===== src/rtl/hbridge_dir_driver_pkg.sv =====
// rtl/hbridge_dir_driver_pkg.sv - shared channel state and bridge drive codes
// Contents: ch_state_t (per-channel FSM states), DRV_COAST / DRV_BRAKE ({a,b} drive codes).
package hbridge_dir_driver_pkg;

  typedef enum logic [2:0] {
    ST_STOP,
    ST_RAMP,
    ST_RUN,
    ST_BRAKE,
    ST_DEAD
  } ch_state_t;

  localparam logic [1:0] DRV_COAST = 2'b00;
  localparam logic [1:0] DRV_BRAKE = 2'b11;

endpackage


===== src/rtl/hbridge_dir_driver_if.sv =====
// rtl/hbridge_dir_driver_if.sv - direction-command in, H-bridge pins out
// Signals: en, dirL, dirR, duty (command side); mL_a/mL_b, mR_a/mR_b, busyL/busyR (bridge side).
// Modports: master = command source / pin observer, slave = the driver.
interface hbridge_dir_driver_if #(
  parameter int PWM_BITS = 8
);
  logic                en;
  logic                dirL;
  logic                dirR;
  logic [PWM_BITS-1:0] duty;
  logic                mL_a;
  logic                mL_b;
  logic                mR_a;
  logic                mR_b;
  logic                busyL;
  logic                busyR;

  modport master (
    output en, dirL, dirR, duty,
    input  mL_a, mL_b, mR_a, mR_b, busyL, busyR
  );

  modport slave (
    input  en, dirL, dirR, duty,
    output mL_a, mL_b, mR_a, mR_b, busyL, busyR
  );
endinterface


===== src/rtl/hbridge_dir_driver_channel.sv =====
// rtl/hbridge_dir_driver_channel.sv - one H-bridge channel: reversal FSM, duty ramp, timer
// Ports: clk, rst (async, active low); en_q, dir_q, duty_q (registered commands);
//        cnt_nxt (value the shared PWM counter takes on this edge); a, b, busy (registered).
module hbridge_channel
  import hbridge_dir_driver_pkg::*;
#(
  parameter int PWM_BITS        = 8,
  parameter int DEAD_TICKS      = 50000,
  parameter int RAMP_STEP_TICKS = 50000
) (
  input  logic                clk,
  input  logic                rst,
  input  logic                en_q,
  input  logic                dir_q,
  input  logic [PWM_BITS-1:0] duty_q,
  input  logic [PWM_BITS-1:0] cnt_nxt,
  output logic                a,
  output logic                b,
  output logic                busy
);

  localparam int MAX_TICKS = (DEAD_TICKS > RAMP_STEP_TICKS) ? DEAD_TICKS : RAMP_STEP_TICKS;
  localparam int TW        = (MAX_TICKS < 2) ? 1 : $clog2(MAX_TICKS);
  localparam logic [TW-1:0] DEAD_LOAD = TW'(DEAD_TICKS - 1);
  localparam logic [TW-1:0] STEP_LOAD = TW'(RAMP_STEP_TICKS - 1);

  ch_state_t           state, state_nxt;
  logic [PWM_BITS-1:0] cur_duty, duty_nxt;
  logic                active_dir, dir_nxt;
  logic [TW-1:0]       timer, timer_nxt;
  logic                pwm_nxt;
  logic [1:0]          drv_nxt;

  always_comb begin
    state_nxt = state;
    duty_nxt  = cur_duty;
    dir_nxt   = active_dir;
    timer_nxt = timer;
    if (!en_q) begin
      // Disable wins over everything, including a pending reversal.
      state_nxt = ST_STOP;
      duty_nxt  = '0;
      timer_nxt = '0;
    end else begin
      case (state)
        ST_STOP: begin
          dir_nxt   = dir_q;
          duty_nxt  = '0;
          timer_nxt = STEP_LOAD;
          state_nxt = ST_RAMP;
        end
        ST_RAMP, ST_RUN: begin
          if (dir_q != active_dir) begin
            state_nxt = ST_BRAKE;
            duty_nxt  = '0;
            timer_nxt = DEAD_LOAD;
          end else if (duty_q <= cur_duty) begin
            // Reaching or dropping below target settles in RUN at once.
            duty_nxt  = duty_q;
            state_nxt = ST_RUN;
          end else if (state == ST_RUN) begin
            state_nxt = ST_RAMP;
            timer_nxt = STEP_LOAD;
          end else if (timer == '0) begin
            duty_nxt  = cur_duty + 1'b1;
            timer_nxt = STEP_LOAD;
          end else begin
            timer_nxt = timer - 1'b1;
          end
        end
        ST_BRAKE: begin
          if (timer == '0) begin
            state_nxt = ST_DEAD;
            timer_nxt = DEAD_LOAD;
          end else begin
            timer_nxt = timer - 1'b1;
          end
        end
        ST_DEAD: begin
          // Direction is re-sampled only here; toggles during BRAKE/DEAD are ignored.
          if (timer == '0) begin
            dir_nxt   = dir_q;
            duty_nxt  = '0;
            timer_nxt = STEP_LOAD;
            state_nxt = ST_RAMP;
          end else begin
            timer_nxt = timer - 1'b1;
          end
        end
        default: state_nxt = ST_STOP;
      endcase
    end
  end

  // Outputs are registered from next-state values so pins line up with the state register.
  always_comb begin
    pwm_nxt = (cnt_nxt < duty_nxt);
    drv_nxt = DRV_COAST;
    case (state_nxt)
      ST_RAMP, ST_RUN: drv_nxt = dir_nxt ? {pwm_nxt, 1'b0} : {1'b0, pwm_nxt};
      ST_BRAKE:        drv_nxt = DRV_BRAKE;
      default:         drv_nxt = DRV_COAST;
    endcase
  end

  always_ff @(posedge clk or negedge rst) begin
    if (!rst) begin
      state      <= ST_STOP;
      cur_duty   <= '0;
      active_dir <= 1'b1;
      timer      <= '0;
      a          <= 1'b0;
      b          <= 1'b0;
      busy       <= 1'b0;
    end else begin
      state      <= state_nxt;
      cur_duty   <= duty_nxt;
      active_dir <= dir_nxt;
      timer      <= timer_nxt;
      {a, b}     <= drv_nxt;
      busy       <= (state_nxt == ST_BRAKE) || (state_nxt == ST_DEAD);
    end
  end

endmodule


===== src/rtl/hbridge_dir_driver.sv =====
// rtl/hbridge_dir_driver.sv - dual H-bridge direction driver with safe reversal
// Ports: clk, rst (async, active low); bus (slave): en, dirL, dirR, duty in;
//        mL_a, mL_b, mR_a, mR_b, busyL, busyR out.
module hbridge_dir_driver
  import hbridge_dir_driver_pkg::*;
#(
  parameter int PWM_BITS        = 8,
  parameter int DEAD_TICKS      = 50000,
  parameter int RAMP_STEP_TICKS = 50000
) (
  input logic               clk,
  input logic               rst,
  hbridge_dir_driver_if.slave bus
);

  // Period is 2^N-1 so that an all-ones duty gives a constant-high output.
  localparam logic [PWM_BITS-1:0] CNT_LAST = {{(PWM_BITS-1){1'b1}}, 1'b0};

  logic                en_q;
  logic                dir_l_q;
  logic                dir_r_q;
  logic [PWM_BITS-1:0] duty_q;
  logic [PWM_BITS-1:0] cnt;
  logic [PWM_BITS-1:0] cnt_nxt;

  assign cnt_nxt = (cnt == CNT_LAST) ? '0 : cnt + 1'b1;

  // Commands are launched on negedge upstream; one posedge register gives a clean sample.
  always_ff @(posedge clk or negedge rst) begin
    if (!rst) begin
      en_q    <= 1'b0;
      dir_l_q <= 1'b0;
      dir_r_q <= 1'b0;
      duty_q  <= '0;
      cnt     <= '0;
    end else begin
      en_q    <= bus.en;
      dir_l_q <= bus.dirL;
      dir_r_q <= bus.dirR;
      duty_q  <= bus.duty;
      cnt     <= cnt_nxt;
    end
  end

  hbridge_channel #(
    .PWM_BITS       (PWM_BITS),
    .DEAD_TICKS     (DEAD_TICKS),
    .RAMP_STEP_TICKS(RAMP_STEP_TICKS)
  ) u_left (
    .clk    (clk),
    .rst    (rst),
    .en_q   (en_q),
    .dir_q  (dir_l_q),
    .duty_q (duty_q),
    .cnt_nxt(cnt_nxt),
    .a      (bus.mL_a),
    .b      (bus.mL_b),
    .busy   (bus.busyL)
  );

  hbridge_channel #(
    .PWM_BITS       (PWM_BITS),
    .DEAD_TICKS     (DEAD_TICKS),
    .RAMP_STEP_TICKS(RAMP_STEP_TICKS)
  ) u_right (
    .clk    (clk),
    .rst    (rst),
    .en_q   (en_q),
    .dir_q  (dir_r_q),
    .duty_q (duty_q),
    .cnt_nxt(cnt_nxt),
    .a      (bus.mR_a),
    .b      (bus.mR_b),
    .busy   (bus.busyR)
  );

endmodule


===== src/flat_wrapper.sv =====
// flat-port wrapper written by rule: the top's interface ports become plain ports
module hbridge_dir_driver_flat import hbridge_dir_driver_pkg::*;
#(
  parameter int PWM_BITS        = 8,
  parameter int DEAD_TICKS      = 50000,
  parameter int RAMP_STEP_TICKS = 50000
)
  (clk, rst, bus_en, bus_dirL, bus_dirR, bus_duty, bus_mL_a, bus_mL_b, bus_mR_a, bus_mR_b, bus_busyL, bus_busyR);
  hbridge_dir_driver_if #(.PWM_BITS(PWM_BITS)) bus_i ();
  input logic clk;
  input logic rst;
  input wire logic [$bits(bus_i.en)-1:0] bus_en;
  input wire logic [$bits(bus_i.dirL)-1:0] bus_dirL;
  input wire logic [$bits(bus_i.dirR)-1:0] bus_dirR;
  input wire logic [$bits(bus_i.duty)-1:0] bus_duty;
  output wire logic [$bits(bus_i.mL_a)-1:0] bus_mL_a;
  output wire logic [$bits(bus_i.mL_b)-1:0] bus_mL_b;
  output wire logic [$bits(bus_i.mR_a)-1:0] bus_mR_a;
  output wire logic [$bits(bus_i.mR_b)-1:0] bus_mR_b;
  output wire logic [$bits(bus_i.busyL)-1:0] bus_busyL;
  output wire logic [$bits(bus_i.busyR)-1:0] bus_busyR;
  assign bus_i.en = bus_en;
  assign bus_i.dirL = bus_dirL;
  assign bus_i.dirR = bus_dirR;
  assign bus_i.duty = bus_duty;
  assign bus_mL_a = bus_i.mL_a;
  assign bus_mL_b = bus_i.mL_b;
  assign bus_mR_a = bus_i.mR_a;
  assign bus_mR_b = bus_i.mR_b;
  assign bus_busyL = bus_i.busyL;
  assign bus_busyR = bus_i.busyR;
  hbridge_dir_driver #(.PWM_BITS(PWM_BITS), .DEAD_TICKS(DEAD_TICKS), .RAMP_STEP_TICKS(RAMP_STEP_TICKS)) u_core (.clk(clk), .rst(rst), .bus(bus_i));
endmodule

===== config.mk =====
export PLATFORM = sky130hd
export DESIGN_NAME = hbridge_dir_driver_flat
export DESIGN_NICKNAME = d
export VERILOG_FILES = /design/src/rtl/hbridge_dir_driver_pkg.sv /design/src/rtl/hbridge_dir_driver_if.sv /design/src/rtl/hbridge_dir_driver_channel.sv /design/src/rtl/hbridge_dir_driver.sv /design/src/flat_wrapper.sv
export SDC_FILE = /design/constraint.sdc
export NUM_CORES = 1
export LEC_CHECK = 0
export CAP_MARGIN = 0
export CORE_MARGIN = 2
export CORE_UTILIZATION = 40
export CTS_CLUSTER_DIAMETER = 200
export CTS_CLUSTER_SIZE = 8
export DETAILED_ROUTE_END_ITERATION = 8
export SETUP_SLACK_MARGIN = 0.5
export SKIP_CTS_REPAIR_TIMING = 1
export SYNTH_ARGS = -nofsm -noshare
export SYNTH_HDL_FRONTEND = slang
export SYNTH_SLANG_ARGS = --single-unit
export TNS_END_PERCENT = 100

===== constraint.sdc =====
create_clock -name clk -period 9.26 [get_ports clk]
set_input_delay 2.778 -clock clk [delete_from_list [all_inputs] [get_ports clk]]
set_output_delay 2.778 -clock clk [all_outputs]
set_load 0.01 [all_outputs]

==> Word level (Yosys, flattened, before mapping) <==
Cells that the tools add are included.
{ "word_totals": {"regBits": 81, "wordCells": 116, "input_bits": 13, "output_inout_bits": 6} }
{ "op_classes": {"addsub": 5, "order_cmp": 4, "eq_ne": 23, "reduce_logical": 14, "n_mux": 51} }
{ "ops": {"columns": ["cell", "n"], "rows": [
  ["two-way mux 16 bit", 10],
  ["two-way mux 8 bit", 13],
  ["one-hot mux 16 bit (3 select lines)", 2],
  ["one-hot mux 8 bit (3 select lines)", 2],
  ["two-way mux 3 bit", 12],
  ["zero test 16 bit", 2],
  ["subtractor 16 x 1 -> 16 bit (second input constant)", 2],
  ["adder 8 x 1 -> 8 bit (second input constant)", 3],
  ["equality test 3 x 2 -> 1 bit (second input constant)", 8],
  ["one-hot mux 3 bit (4 select lines)", 2],
  ["less-or-equal comparator 8 bit", 2],
  ["< comparator 8 bit", 2],
  ["!= test 4 bit (second input constant)", 4],
  ["equality test 3 x 1 -> 1 bit (second input constant)", 4],
  ["equality test 3 bit (second input constant)", 4],
  ["OR reduction 2 bit", 6],
  ["equality test 8 bit (second input constant)", 1],
  ["one-hot mux 2 bit (2 select lines)", 2],
  ["zero test 3 bit", 2],
  ["two-way mux 1 bit", 4],
  ["two-way mux 2 bit", 2],
  ["one-hot mux 1 bit (2 select lines)", 2],
  ["AND reduction 2 bit", 2],
  ["logical OR 1 bit", 2],
  ["!= test 1 bit", 2]
]} }

==> Logic depth before layout (Yosys ltp) <==
Gate-level depths: netlist of the first run.
{ "logic_depth": {"depth_word": 10, "depth_mapped": 18, "depth_no_buf": 17} }

==> By module <==
Synthesis of the first run repeated with hierarchy kept, for this count alone.
{ "unflattened": {"hier_cells": 652, "hier_area_um2": 5765.5} }
{ "by_module_without_submodules": {"columns": ["module", "instances", "area_per_inst_um2", "seq_area_each_um2", "cells_each"], "rows": [
  ["hbridge_channel (u_core.u_left)", 1, 2526.2, 777.0, 293],
  ["hbridge_channel (u_core.u_right)", 1, 2521.2, 777.0, 305],
  ["hbridge_dir_driver", 1, 718.2, 475.5, 54]
]} }

==> Least setup slack after synthesis of the first run <==
OpenSTA, ideal clock, no wires.
{ "synth_path": {"path_kind": "register -> register", "from": "register u_core.u_left.cur_duty[5]", "to": "register u_core.u_left.a", "path_buffers": 2, "stages_incl_launch_ff": 19, "setup_slack_ns": 5.403, "setup_time_ns": 0.095, "t_arrival_ns": 3.761, "t_required_ns": 9.165, "synth_period_minus_slack_ns": 3.857, "cell_sequence": "dfrtp_1 > inv_1 > ha_1 > a211oi_1 > nor2_1 > nor4bb_1 > or2_2 > clkbuf_1 > buf_2 > nor2_1 > a22oi_1 > o21a_1 > ha_1 > a21o_1 > a21o_1 > a21oi_1 > nand3_2 > a31o_1 > o31ai_1"} }
{ "synth_via": {"elab_chain_len": 10, "elab_cells_between_ends": 20, "cone_classes": "add/sub: 1; order compare: 2; eq/ne: 3; mux: 13; reduce/logical: 1"} }
{ "synth_lines": {"columns": ["element", "line_no", "source"], "rows": [
  ["from (decl)", "hbridge_dir_driver_channel.sv:28", "logic [PWM_BITS-1:0] cur_duty, duty_nxt;"],
  ["from (signal assigned)", "hbridge_dir_driver_channel.sv:117", "cur_duty <= duty_nxt;"],
  ["adder 8 x 1 -> 8 bit", "hbridge_dir_driver_channel.sv:65", "duty_nxt = cur_duty + 1'b1;"],
  ["two-way mux 8 bit", "hbridge_dir_driver_channel.sv:64", "end else if (timer == '0) begin"],
  ["two-way mux 8 bit", "hbridge_dir_driver_channel.sv:61", "end else if (state == ST_RUN) begin"],
  ["two-way mux 8 bit", "hbridge_dir_driver_channel.sv:57", "end else if (duty_q <= cur_duty) begin"],
  ["two-way mux 8 bit", "hbridge_dir_driver_channel.sv:53", "if (dir_q != active_dir) begin"],
  ["one-hot mux 8 bit (3 select lines)", "hbridge_dir_driver_channel.sv:45", "case (state)"],
  ["two-way mux 8 bit", "hbridge_dir_driver_channel.sv:39", "if (!en_q) begin"],
  ["< comparator 8 bit", "hbridge_dir_driver_channel.sv:97", "pwm_nxt = (cnt_nxt < duty_nxt);"],
  ["two-way mux 2 bit", "hbridge_dir_driver_channel.sv:100", "ST_RAMP, ST_RUN: drv_nxt = dir_nxt ? {pwm_nxt, 1'b0} : {1'b0, pwm_nxt};"],
  ["one-hot mux 2 bit (2 select lines) (*)", "hbridge_dir_driver_channel.sv:99", "case (state_nxt)"],
  ["via u_core.u_left.drv_nxt[1]", "hbridge_dir_driver_channel.sv:32", "logic [1:0] drv_nxt;"],
  ["to (signal assigned)", "hbridge_dir_driver_channel.sv:120", "{a, b} <= drv_nxt;"],
  ["to (decl)", "hbridge_dir_driver_channel.sv:17", "output logic a,"]
]} }
The timed path passes the listed nets; every way through them passes the cells marked *.
A chain may end at the register's enable or synchronous reset.

==> Final worst setup path of the first run <==
{ "layout_path": {"from": "register u_core.u_right.cur_duty[1]", "to": "register u_core.u_right.b"} }
{ "layout_via": {"elab_chain_len": 10, "elab_cells_between_ends": 20, "cone_classes": "add/sub: 1; order compare: 2; eq/ne: 3; mux: 13; reduce/logical: 1"} }
{ "layout_lines": {"columns": ["element", "line_no", "source"], "rows": [
  ["from (decl)", "hbridge_dir_driver_channel.sv:28", null],
  ["from (signal assigned)", "hbridge_dir_driver_channel.sv:117", null],
  ["adder 8 x 1 -> 8 bit", "hbridge_dir_driver_channel.sv:65", null],
  ["two-way mux 8 bit", "hbridge_dir_driver_channel.sv:64", null],
  ["two-way mux 8 bit", "hbridge_dir_driver_channel.sv:61", null],
  ["two-way mux 8 bit", "hbridge_dir_driver_channel.sv:57", null],
  ["two-way mux 8 bit", "hbridge_dir_driver_channel.sv:53", null],
  ["one-hot mux 8 bit (3 select lines)", "hbridge_dir_driver_channel.sv:45", null],
  ["two-way mux 8 bit", "hbridge_dir_driver_channel.sv:39", null],
  ["< comparator 8 bit", "hbridge_dir_driver_channel.sv:97", null],
  ["two-way mux 2 bit", "hbridge_dir_driver_channel.sv:100", null],
  ["one-hot mux 2 bit (2 select lines) (*)", "hbridge_dir_driver_channel.sv:99", null],
  ["via u_core.u_right.drv_nxt[0]", "hbridge_dir_driver_channel.sv:32", null],
  ["to (signal assigned)", "hbridge_dir_driver_channel.sv:120", null],
  ["to (decl)", "hbridge_dir_driver_channel.sv:18", "output logic b,"]
]} }
Marked as above.

==> metrics, run 1 <==
outcome=finished clean; synthesized area=5354 um^2; clock share of power=0.332; Initial Util=0.4075; CP required=between 9 and 10 ns; Skew-Pair Late Insertion Delay=0.36 ns; DRT Wirelength=13,470 um; sequential share of the synthesized area=0.3791; Fin Clk Skew=0.01140 ns; unrepaired setup endpoints after global routing=false; Tcrit/Tclk final=0.4842; Clock Sinks=81; Top Ports=19; CTS root buffer=clkbuf_16; fin util=0.4533; Leak=2.377 nW; via count=about 4,700; post-synthesis xor/xnor area fraction=0.01145; Slew Viols, Final=0; syn nets=660; DRT iter0 DRCs=329; Num CTS Buffers=9; fraction of power spent switching nets=0.3469; total track usage=0.2038; width of the chip=119.7 um; Psw=363.7 uW; crit path DAT=around 4.7 ns; initial antenna violation count=0; GP Congestion=around 0.9; number of synthesis warnings=0; dpl ws=slightly below 5 ns; ANT cells=0; Worst Tran Pin Value=1.130 ns; first-pass GRT wire length=23,190 um; drt wl/cell=16.94 um; EDFF count, synth=0; Cell Pwr Density=176.0 nW/um^2; syn_area_per_cell=8.820 um^2; f_max=roughly 220 MHz; # setup viols final=0; Max Cap Violations=0; vias per inst=roughly 5.9; Adder-Cell Fraction of Synth Area=0.09348; non-filler instance count after layout=795; crit path max fanout=13; Min-Delay Path Class=reg -> reg; # H-tree levels=3; critical path class=reg -> reg; Area Growth Syn to Fin=11.24%; Final Hold Fails=0; most used flip-flop cell after synthesis=dfrtp_1; CTS tree=built; drt pass-1 iters=5; Mapped Cells=607; row count=42; Startpoint Class=flip-flop; ys async rst share=1.000; layout cell share with drive strength beyond 1=0.06300; vias in the first global route=4,751; post-synthesis compound-gate area fraction=0.2430; Synth Area in Simple Gates=0.2150; Comb pwr share=0.262; Max VDD drop=roughly 0.090 mV; Filler Cells Inserted=1,240; commonest non-fill, non-tap cell in the layout=dfrtp_1; PortBufs=18; crit path capture type=flip-flop; Period minus WS final=about 4.5 ns; Cell variety after synth=a little under 70; post-route setup slack=roughly 4.8 ns; clk buf depth=2; Nets=667; largest family of logic cells by synthesized area=compound AO/OA/AOI/OAI gates; largest net degree at the start of global routing=82; Flop pwr share=0.406; dpl cells=a little under 800; P_int=684.7 uW; DP HPWL=9538 um; #FFs+latches synth=approximately 80; # DRC=0; die area=14,330 um^2; Worst-path clk slew=around 0.07 ns; Detail Route Antenna Nets=0; setup_tns=0 ns; mux contribution to synthesized area=0.01426; most frequent cells in the layout=79 x dfrtp_1, 52 x nand2_1, 50 x a21oi_1; GR Overflow Total=0; Core ar.=13,140 um^2; Vert. Die Dim=119.7 um; max_slew headroom=0.2398
registers in the layout (all words and copies together) (netlist names), 3 cells and up:
register	flops
u_core.u_right.state	3
u_core.u_left.cur_duty	8
u_core.cnt	8
u_core.u_right.cur_duty	8
u_core.duty_q	8
u_core.u_right.timer	16
u_core.u_left.state	3
u_core.u_left.timer	16
per-stage QoR:
| stage | power [mW] | hold WS, ns | cell area, um^2 |
|---|---|---|---|
| floorplan | 0.6239 | 0.4590 | 5354 |
| global placement | 0.6966 | 0.4869 | 5668 |
| detailed placement | 0.7052 | 0.4920 | 5668 |
| CTS | 1.060 | 0.4995 | 5956 |
| global route | 1.118 | 0.5171 | 5956 |
| finish | 1.048 | 0.4956 | 5956 |
layer usage:
| layer | up-vias | part of all wire | GRT usage |
|---|---|---|---|
| met5 | - | 0 | 0 |
| met4 | 0 | 0.017 | 0.08015 |
| met3 | 18 | 0.037 | 0.04610 |
| met2 | 97 | 0.48 | 0.3346 |
| met1 | 2307 | 0.46 | 0.2609 |
| li1 | 2285 | - | - |
worst max-delay path, stage by stage (launching register included):
cell      delay (ns)
dfrtp_1         0.42
inv_1           0.09
ha_1            0.30
nor2b_1         0.13
o211ai_1        0.10
a211oi_1        0.72
nor2_1          0.35
buf_4           0.29
or3_1           0.35
a21oi_1         0.20
o221ai_1        0.16
ha_1            0.36
a211o_1         0.26
o41a_1          0.33
o41ai_1         0.32
kinds of logic after synthesis:
group | after synthesis
compound gates | 195
fa+ha+maj | 40
xor+xnor | 7
simple gates | 220
flops | 81
buf+inv | 58
mux | 6
power by group through the flow:
stage / Combinational (mW) / Clock [mW] / Sequential (mW)
6_report: 0.275 / 0.348 / 0.426
5_1_grt: 0.310 / 0.376 / 0.432
4_1_cts: 0.275 / 0.360 / 0.425
3_5_place_dp: 0.274 / 0 / 0.432
3_3_place_gp: 0.266 / 0 / 0.430
2_1_floorplan: 0.198 / 0 / 0.426
cell usage after synthesis, types with 4 or more instances:
library cell	n	area [um^2]
or2_2	4	25.02
nor4_1	10	62.56
nor2b_1	7	43.79
a21oi_1	50	250.2
dfrtp_1	79	1977
xor2_1	4	35.03
o21ai_0	42	210.2
inv_1	31	116.4
o31ai_1	14	105.1
nand4_1	12	75.07
a32o_1	5	50.05
a21o_1	8	60.06
clkbuf_1	23	86.33
nand2b_1	11	68.82
a22o_1	4	35.03
and2_1	9	56.30
o311ai_0	4	35.03
a22oi_1	4	30.03
nand2_1	52	195.2
or3_1	13	81.33
o211ai_1	7	52.55
a311oi_1	11	96.34
ha_1	40	500.5
nor2_1	44	165.2
nor3_1	15	75.07
o21a_1	13	97.59
nand3_1	20	100.1
layout make-up:
type / instances / area (um^2) / share of cell area
multi-input combinational: 468 / 3090 / 0.5189
inverter: 32 / 120.1 / 0.02017
clock buffer: 9 / 225.2 / 0.03782
timing repair buffer: 22 / 207.7 / 0.03487
sequential: 81 / 2029 / 0.3408
tap: 176 / 220.2 / 0.03697
clock inverter: 7 / 62.56 / 0.01050
worst paths after layout:
path / slack (ns) / depth (start not counted) / from / end
max in group asynchronous: 5.94 / 1 / rst / u_core.u_left.cur_duty[4]
min reg2reg: 0.50 / 1 / u_core.u_left.timer[0] / u_core.u_left.timer[0]
max: 4.78 / 14 / u_core.u_right.cur_duty[1] / u_core.u_right.b
max reg2reg: 4.78 / 14 / u_core.u_right.cur_duty[1] / u_core.u_right.b
min in group asynchronous: 2.59 / 1 / rst / u_core.u_left.b
min: 0.50 / 1 / u_core.u_left.timer[0] / u_core.u_left.timer[0]
(Power assumes the default switching activity.)
==> run 2, diff against run 1 <==
clock period = 3.8 ns   (was 9.26 ns; I/O delays follow)
==> run 2 against run 1 <==
Net effect:
- critical path type unchanged
- hold slack gained 0.021 ns
- cell area rose by 7.2%
- clock skew about the same
- largest power group unchanged
- setup slack got worse by 4.7 ns
- first-iteration DRC count decreased by 16%
- register-to-register slack worse by 4.7 ns
- sequential share of layout area fell by 2.3 points
==> metrics, run 2 (same netlist as run 1, synthesis figures left out) <==
outcome=finished clean (unchanged); Final Hold Slack=0.5162 ns (was 0.4956 ns); row count=42 (unchanged); max_slew headroom=0.4995 (was 0.2398); width of the chip=119.7 um (unchanged); Min-Delay Path Class=reg -> reg (unchanged); Slowest cell on crit path=or4_4 (was a211oi_1); Worst Tran Pin Value=0.7439 ns (was 1.130 ns); Top Ports=19 (unchanged); PortBufs=18 (unchanged); vias in the first global route=4,748 (was 4,751); die area=14,330 um^2 (unchanged); first-pass GRT wire length=23,510 um (was 23,190 um); vias per inst=5.806 (was 5.921); Detail Route Antenna Nets=0 (unchanged); Slew Viols, Final=0 (unchanged); Filler Cells Inserted=1,257 (was 1,240); Nets=703 (was 667); Core ar.=13,140 um^2 (unchanged); Clock Sinks=81 (unchanged); final instance area=6385 um^2 (was 5956 um^2); drt pass-1 iters=4 (was 5); Slowest Stage Delay on Critical Path=0.55 ns (was 0.72 ns); drt wl/cell=16.84 um (was 16.94 um); crit path capture type=flip-flop (unchanged); biggest regs=u_core.u_left.timer x16, u_core.u_right.timer x16 (unchanged); critical path class=reg -> reg (unchanged); layout cell share with drive strength beyond 1=0.1466 (was 0.06300); CP required=4.05 ns (was 9.51 ns); Max Cap Violations=0 (unchanged); Final Hold Fails=0 (unchanged); Startpoint Class=flip-flop (unchanged); Comb pwr share=0.279 (was 0.262); most frequent cells in the layout=78 x dfrtp_1, 52 x nand2_1, 47 x a21oi_1 (was 79 x dfrtp_1, 52 x nand2_1, 50 x a21oi_1); unrepaired setup endpoints after global routing=true (was false); DRT iter0 DRCs=275 (was 329); crit path max fanout=5 (was 13); P_int=1.809 mW (was 684.7 uW); crit-path cells=or3_1, or4_4, or3_4, mux2_4, mux2i_1, a22o_1, nand2_1, ha_1, o21a_1, o21ai_2, a21oi_2, o31ai_2, nand3_2, a31o_1, o31ai_1 (was inv_1, ha_1, nor2b_1, o211ai_1, a211oi_1, nor2_1, buf_4, or3_1, a21oi_1, o221ai_1, ha_1, a211o_1, o41a_1, o41ai_1); fraction of power spent switching nets=0.3332 (was 0.3469); post-placement cell area=5937 um^2 (was 5668 um^2); GR Overflow Total=0 (unchanged); # setup viols final=0 (unchanged); fin util=0.4860 (was 0.4533); dpl cells=808 (was 779); total track usage=0.2053 (was 0.2038); GP Congestion=0.8999 (was 0.8767); Initial Util=0.4075 (unchanged); Leak=2.610 nW (was 2.377 nW); non-filler instance count after layout=831 (was 795); DRT Wirelength=13,990 um (was 13,470 um); Cell Pwr Density=424.8 nW/um^2 (was 176.0 nW/um^2); Max VDD drop=0.2154 mV (was 0.09034 mV); crit path DAT=3.98 ns (was 4.73 ns); Fin Clk Skew=0.01099 ns (was 0.01140 ns); Psw=903.7 uW (was 363.7 uW); Num CTS Buffers=9 (unchanged); CTS root buffer=clkbuf_16 (unchanged); Period minus WS final=3.729 ns (was 4.484 ns); via count=4,825 (was 4,707); Skew-Pair Late Insertion Delay=0.35 ns (was 0.36 ns); # DRC=0 (unchanged); Worst-path clk slew=0.07 ns (about the same); # H-tree levels=3 (unchanged); Area Growth Syn to Fin=19.26% (was 11.24%); DP HPWL=10,110 um (was 9538 um); f_max=268.2 MHz (was 223.0 MHz); initial antenna violation count=0 (unchanged); clk buf depth=2 (unchanged); Tcrit/Tclk final=0.9813 (was 0.4842); Vert. Die Dim=119.7 um (unchanged); Flop pwr share=0.382 (was 0.406); ANT cells=0 (unchanged); Tot Pwr=2.712 mW (was 1.048 mW); commonest non-fill, non-tap cell in the layout=dfrtp_1 (unchanged); clock share of power=0.339 (was 0.332); r2r setup slk=0.07 ns (was 4.78 ns); largest net degree at the start of global routing=51 (was 82); CTS tree=built (unchanged)
[run 2: cell count changes in the layout (fill, tap and decap cells not counted), sizes merged]
cell | before | now
clkinv | 5 | 4
clkbuf | 9 | 10
buf | 5 | 41
clkinvlp | 1 | 0
bufinv | 0 | 1
[run 2: path summary, 6_finish.rpt]
| path | startpoint | cells after the start | to |
|---|---|---|---|
| max | u_core.u_left.timer[11] | 15 | u_core.u_left.b |
| min | u_core.u_right.timer[15] | 1 | u_core.u_right.timer[15] |
| max reg2reg | u_core.u_left.timer[11] | 15 | u_core.u_left.b |
| min reg2reg | u_core.u_right.timer[15] | 1 | u_core.u_right.timer[15] |
| max in group asynchronous | rst | 2 | u_core.u_left.active_dir |
| min in group asynchronous | rst | 1 | u_core.u_left.cur_duty[7] |
[run 2: per-layer routing]
metal | wire (um) | GRT usage | up-vias
li1 | - | - | 2359
met1 | 6625 | 0.2781 | 2350
met2 | 6550 | 0.3232 | 90
met3 | 433 | 0.03375 | 26
met4 | 382 | 0.09191 | 0
met5 | 0 | 0 | -
[run 2: area by class of cell]
class                   instances  area (um^2)  area share
repair buffers                 58        490.5     0.07682
inverters                      32        120.1     0.01881
flip-flops and latches         81         2031      0.3180
clock buffers                  10        239.0     0.03743
clock inverters                 6        73.82     0.01156
multi-input cells             468         3211      0.5028
well taps                     176        220.2     0.03449
[run 2: power by group through the flow]
stage | Clock (mW) | Combinational [mW] | Sequential, mW
after global placement | 0 | 0.705 | 1.05
after detailed placement | 0 | 0.718 | 1.05
after global routing | 0.980 | 0.852 | 1.05
after floorplan | 0 | 0.493 | 1.04
after CTS | 0.940 | 0.723 | 1.03
final | 0.919 | 0.757 | 1.04
[run 2: metrics by stage]
| stage | worst slack (ns) | TNS, ns |
|---|---|---|
| after global routing | -0.1046 | -0.2085 |
| after detailed placement | 0.01671 | 0 |
| after floorplan | 0.2466 | 0 |
| after CTS | -0.01171 | -0.01208 |
| after global placement | 0.1078 | 0 |
| final | 0.07099 | 0 |
[run 2: critical path: cells and delay by family, from the launching register on]
family                   cells  cell delay (ns)
adder cells (fa/ha/maj)      1             0.28
multiplexers                 2             0.43
AND/OR/NAND/NOR              5             1.46
AO/OA/AOI/OAI                7             1.05
flip-flops                   1             0.41
==> run 3, diff against run 2 <==
CORE_UTILIZATION = 56   (was 40)
PLACE_DENSITY = 0.77   (was not set)
==> run 3 against run 2 <==
Net effect:
- routed wire length decreased by 7.1%
- power decreased by 13%
- cell area decreased by 3.2%
- global-route usage increased by 5.3 points
- sequential power about the same
- register-to-register slack got worse by 0.04 ns
- via count increased by 0.12%
- largest cell class unchanged
- largest power group unchanged
==> metrics, run 3 (same netlist as run 1, synthesis figures left out) <==
initial antenna violation count=0 (unchanged); non-filler instance count after layout=776 (was 831); outcome=finished clean (unchanged); Max VDD drop=0.2163 mV (was 0.2154 mV); unrepaired setup endpoints after global routing=true (unchanged); CTS tree=built (unchanged); Max Cap Violations=0 (unchanged); dpl cells=752 (was 808); crit path launch=u_core.u_left.timer[7] (was u_core.u_left.timer[11]); GR Overflow Total=0 (unchanged); # H-tree levels=3 (unchanged); DRT Wirelength=13,000 um (was 13,990 um); Skew-Pair Late Insertion Delay=0.37 ns (was 0.35 ns); Nets=695 (was 703); fin util=0.6687 (was 0.4860); commonest non-fill, non-tap cell in the layout=dfrtp_1 (unchanged); max_slew headroom=0.3391 (was 0.4995); largest net degree at the start of global routing=82 (was 51); FF-to-FF path depth=13 (was 15); row count=35 (was 42); drt pass-1 iters=5 (was 4); Initial Util=0.5794 (was 0.4075); ANT cells=0 (unchanged); Final Hold Slack=0.4958 ns (was 0.5162 ns); via count=4,831 (was 4,825); CTS root buffer=clkbuf_8 (was clkbuf_16); Core ar.=9240 um^2 (was 13,140 um^2); total track usage=0.2580 (was 0.2053); first-pass GRT wire length=21,410 um (was 23,510 um); biggest regs=u_core.u_left.timer x16, u_core.u_right.timer x16 (unchanged); Fin Clk Skew=0.01326 ns (was 0.01099 ns); f_max=265.3 MHz (was 268.2 MHz); most frequent cells in the layout=75 x dfrtp_1, 52 x nand2_1, 45 x a21oi_1 (was 78 x dfrtp_1, 52 x nand2_1, 47 x a21oi_1); Period minus WS final=3.769 ns (was 3.729 ns); die area=10,360 um^2 (was 14,330 um^2); PortBufs=18 (unchanged); vias per inst=6.226 (was 5.806); width of the chip=101.8 um (was 119.7 um); Top Ports=19 (unchanged); post-route setup slack=0.03120 ns (was 0.07099 ns); crit path max fanout=7 (was 5); Startpoint Class=flip-flop (unchanged); DP HPWL=9123 um (was 10,110 um); Num CTS Buffers=9 (unchanged); Detail Route Antenna Nets=0 (unchanged); # DRC=0 (unchanged); Vert. Die Dim=101.8 um (was 119.7 um); worst hold start=u_core.u_left.timer[0] (was u_core.u_right.timer[15]); Tcrit/Tclk final=0.9918 (was 0.9813); DRT iter0 DRCs=325 (was 275); CP required=4.07 ns (was 4.05 ns); Min-Delay Path Class=reg -> reg (unchanged); Leak=2.504 nW (was 2.610 nW); # setup viols final=0 (unchanged); hold path depth=1 (unchanged); dpl ws=0.03596 ns (was 0.01671 ns); Worst Tran Pin Value=0.9913 ns (was 0.7439 ns); Slew Viols, Final=0 (unchanged); drt wl/cell=16.76 um (was 16.84 um); crit path capture type=flip-flop (unchanged); clk buf depth=2 (unchanged); Worst-path clk slew=0.09 ns (was 0.07 ns); critical path class=reg -> reg (unchanged); setup_tns=0 ns (unchanged); layout cell share with drive strength beyond 1=0.1515 (was 0.1466); crit path DAT=4.04 ns (was 3.98 ns); Clock Sinks=81 (unchanged); vias in the first global route=4,581 (was 4,748); Crit Reg-Reg Startpoint=u_core.u_left.timer[7] (was u_core.u_left.timer[11]); Final Hold Fails=0 (unchanged); Area Growth Syn to Fin=15.40% (was 19.26%); Cell Pwr Density=383.8 nW/um^2 (was 424.8 nW/um^2); GP Congestion=0.9131 (was 0.8999)
run 3: changes by cell type in the layout (fill, tap and decap cells not counted), sizes merged:
| cell | previous run | this run |
|---|---|---|
| buf | 41 | 33 |
| bufinv | 1 | 0 |
| clkinv | 4 | 3 |
| clkinvlp | 0 | 3 |
| inv | 33 | 32 |
run 3: report_power, final:
part	switching, mW	total (mW)	internal [mW]
logic	0.434	0.748	0.314
clock network	0.326	0.581	0.255
registers	0.0900	1.04	0.952
total	0.850	2.37	1.52
run 3: path summary, 6_finish.rpt:
path / end / slack, ns
worst max register to register: u_core.u_left.b / 0.03
worst min register to register: u_core.u_left.timer[0] / 0.50
worst max-delay path: u_core.u_left.b / 0.03
min in group asynchronous: u_core.cnt[5] / 0.93
max in group asynchronous: u_core.duty_q[1] / 2.16
worst min-delay path: u_core.u_left.timer[0] / 0.50
run 3: per-stage QoR:
stage | area [um^2] | power (mW)
after floorplan | 5401 | 1.530
after global placement | 5798 | 1.721
after detailed placement | 5798 | 1.742
after CTS | 5977 | 2.334
after global routing | 6178 | 2.521
final | 6178 | 2.371
run 3: per-layer routing:
| layer | track usage | vias up | share of wire |
|---|---|---|---|
| li1 | - | 2338 | - |
| met1 | 0.3454 | 2314 | 0.44 |
| met2 | 0.4160 | 153 | 0.48 |
| met3 | 0.05314 | 26 | 0.056 |
| met4 | 0.09148 | 0 | 0.019 |
| met5 | 0 | - | 0 |
run 3: layout make-up:
| class | count | area [um^2] |
|---|---|---|
| Clock buffer | 10 | 137.6 |
| Timing Repair Buffer | 50 | 419.2 |
| Clock inverter | 6 | 41.29 |
| Sequential cell | 81 | 2034 |
| Inverter | 32 | 120.1 |
| Tap cell | 129 | 161.4 |
| Multi-Input combinational cell | 468 | 3264 |
| Fill cell | 724 | 3062 |
run 3: worst max-delay path, cell delays in order (launching register included):
cell and delay [ns]:
dfrtp_1 0.39, or3_4 0.40, or4_4 0.55, or3_4 0.42, nor2_1 0.16, a22oi_1 0.08
o2bb2ai_1 0.21, nand2_1 0.10, ha_1 0.33, a211o_1 0.31, o31ai_2 0.21, nand3_2 0.08
a31o_1 0.21, o31ai_2 0.21
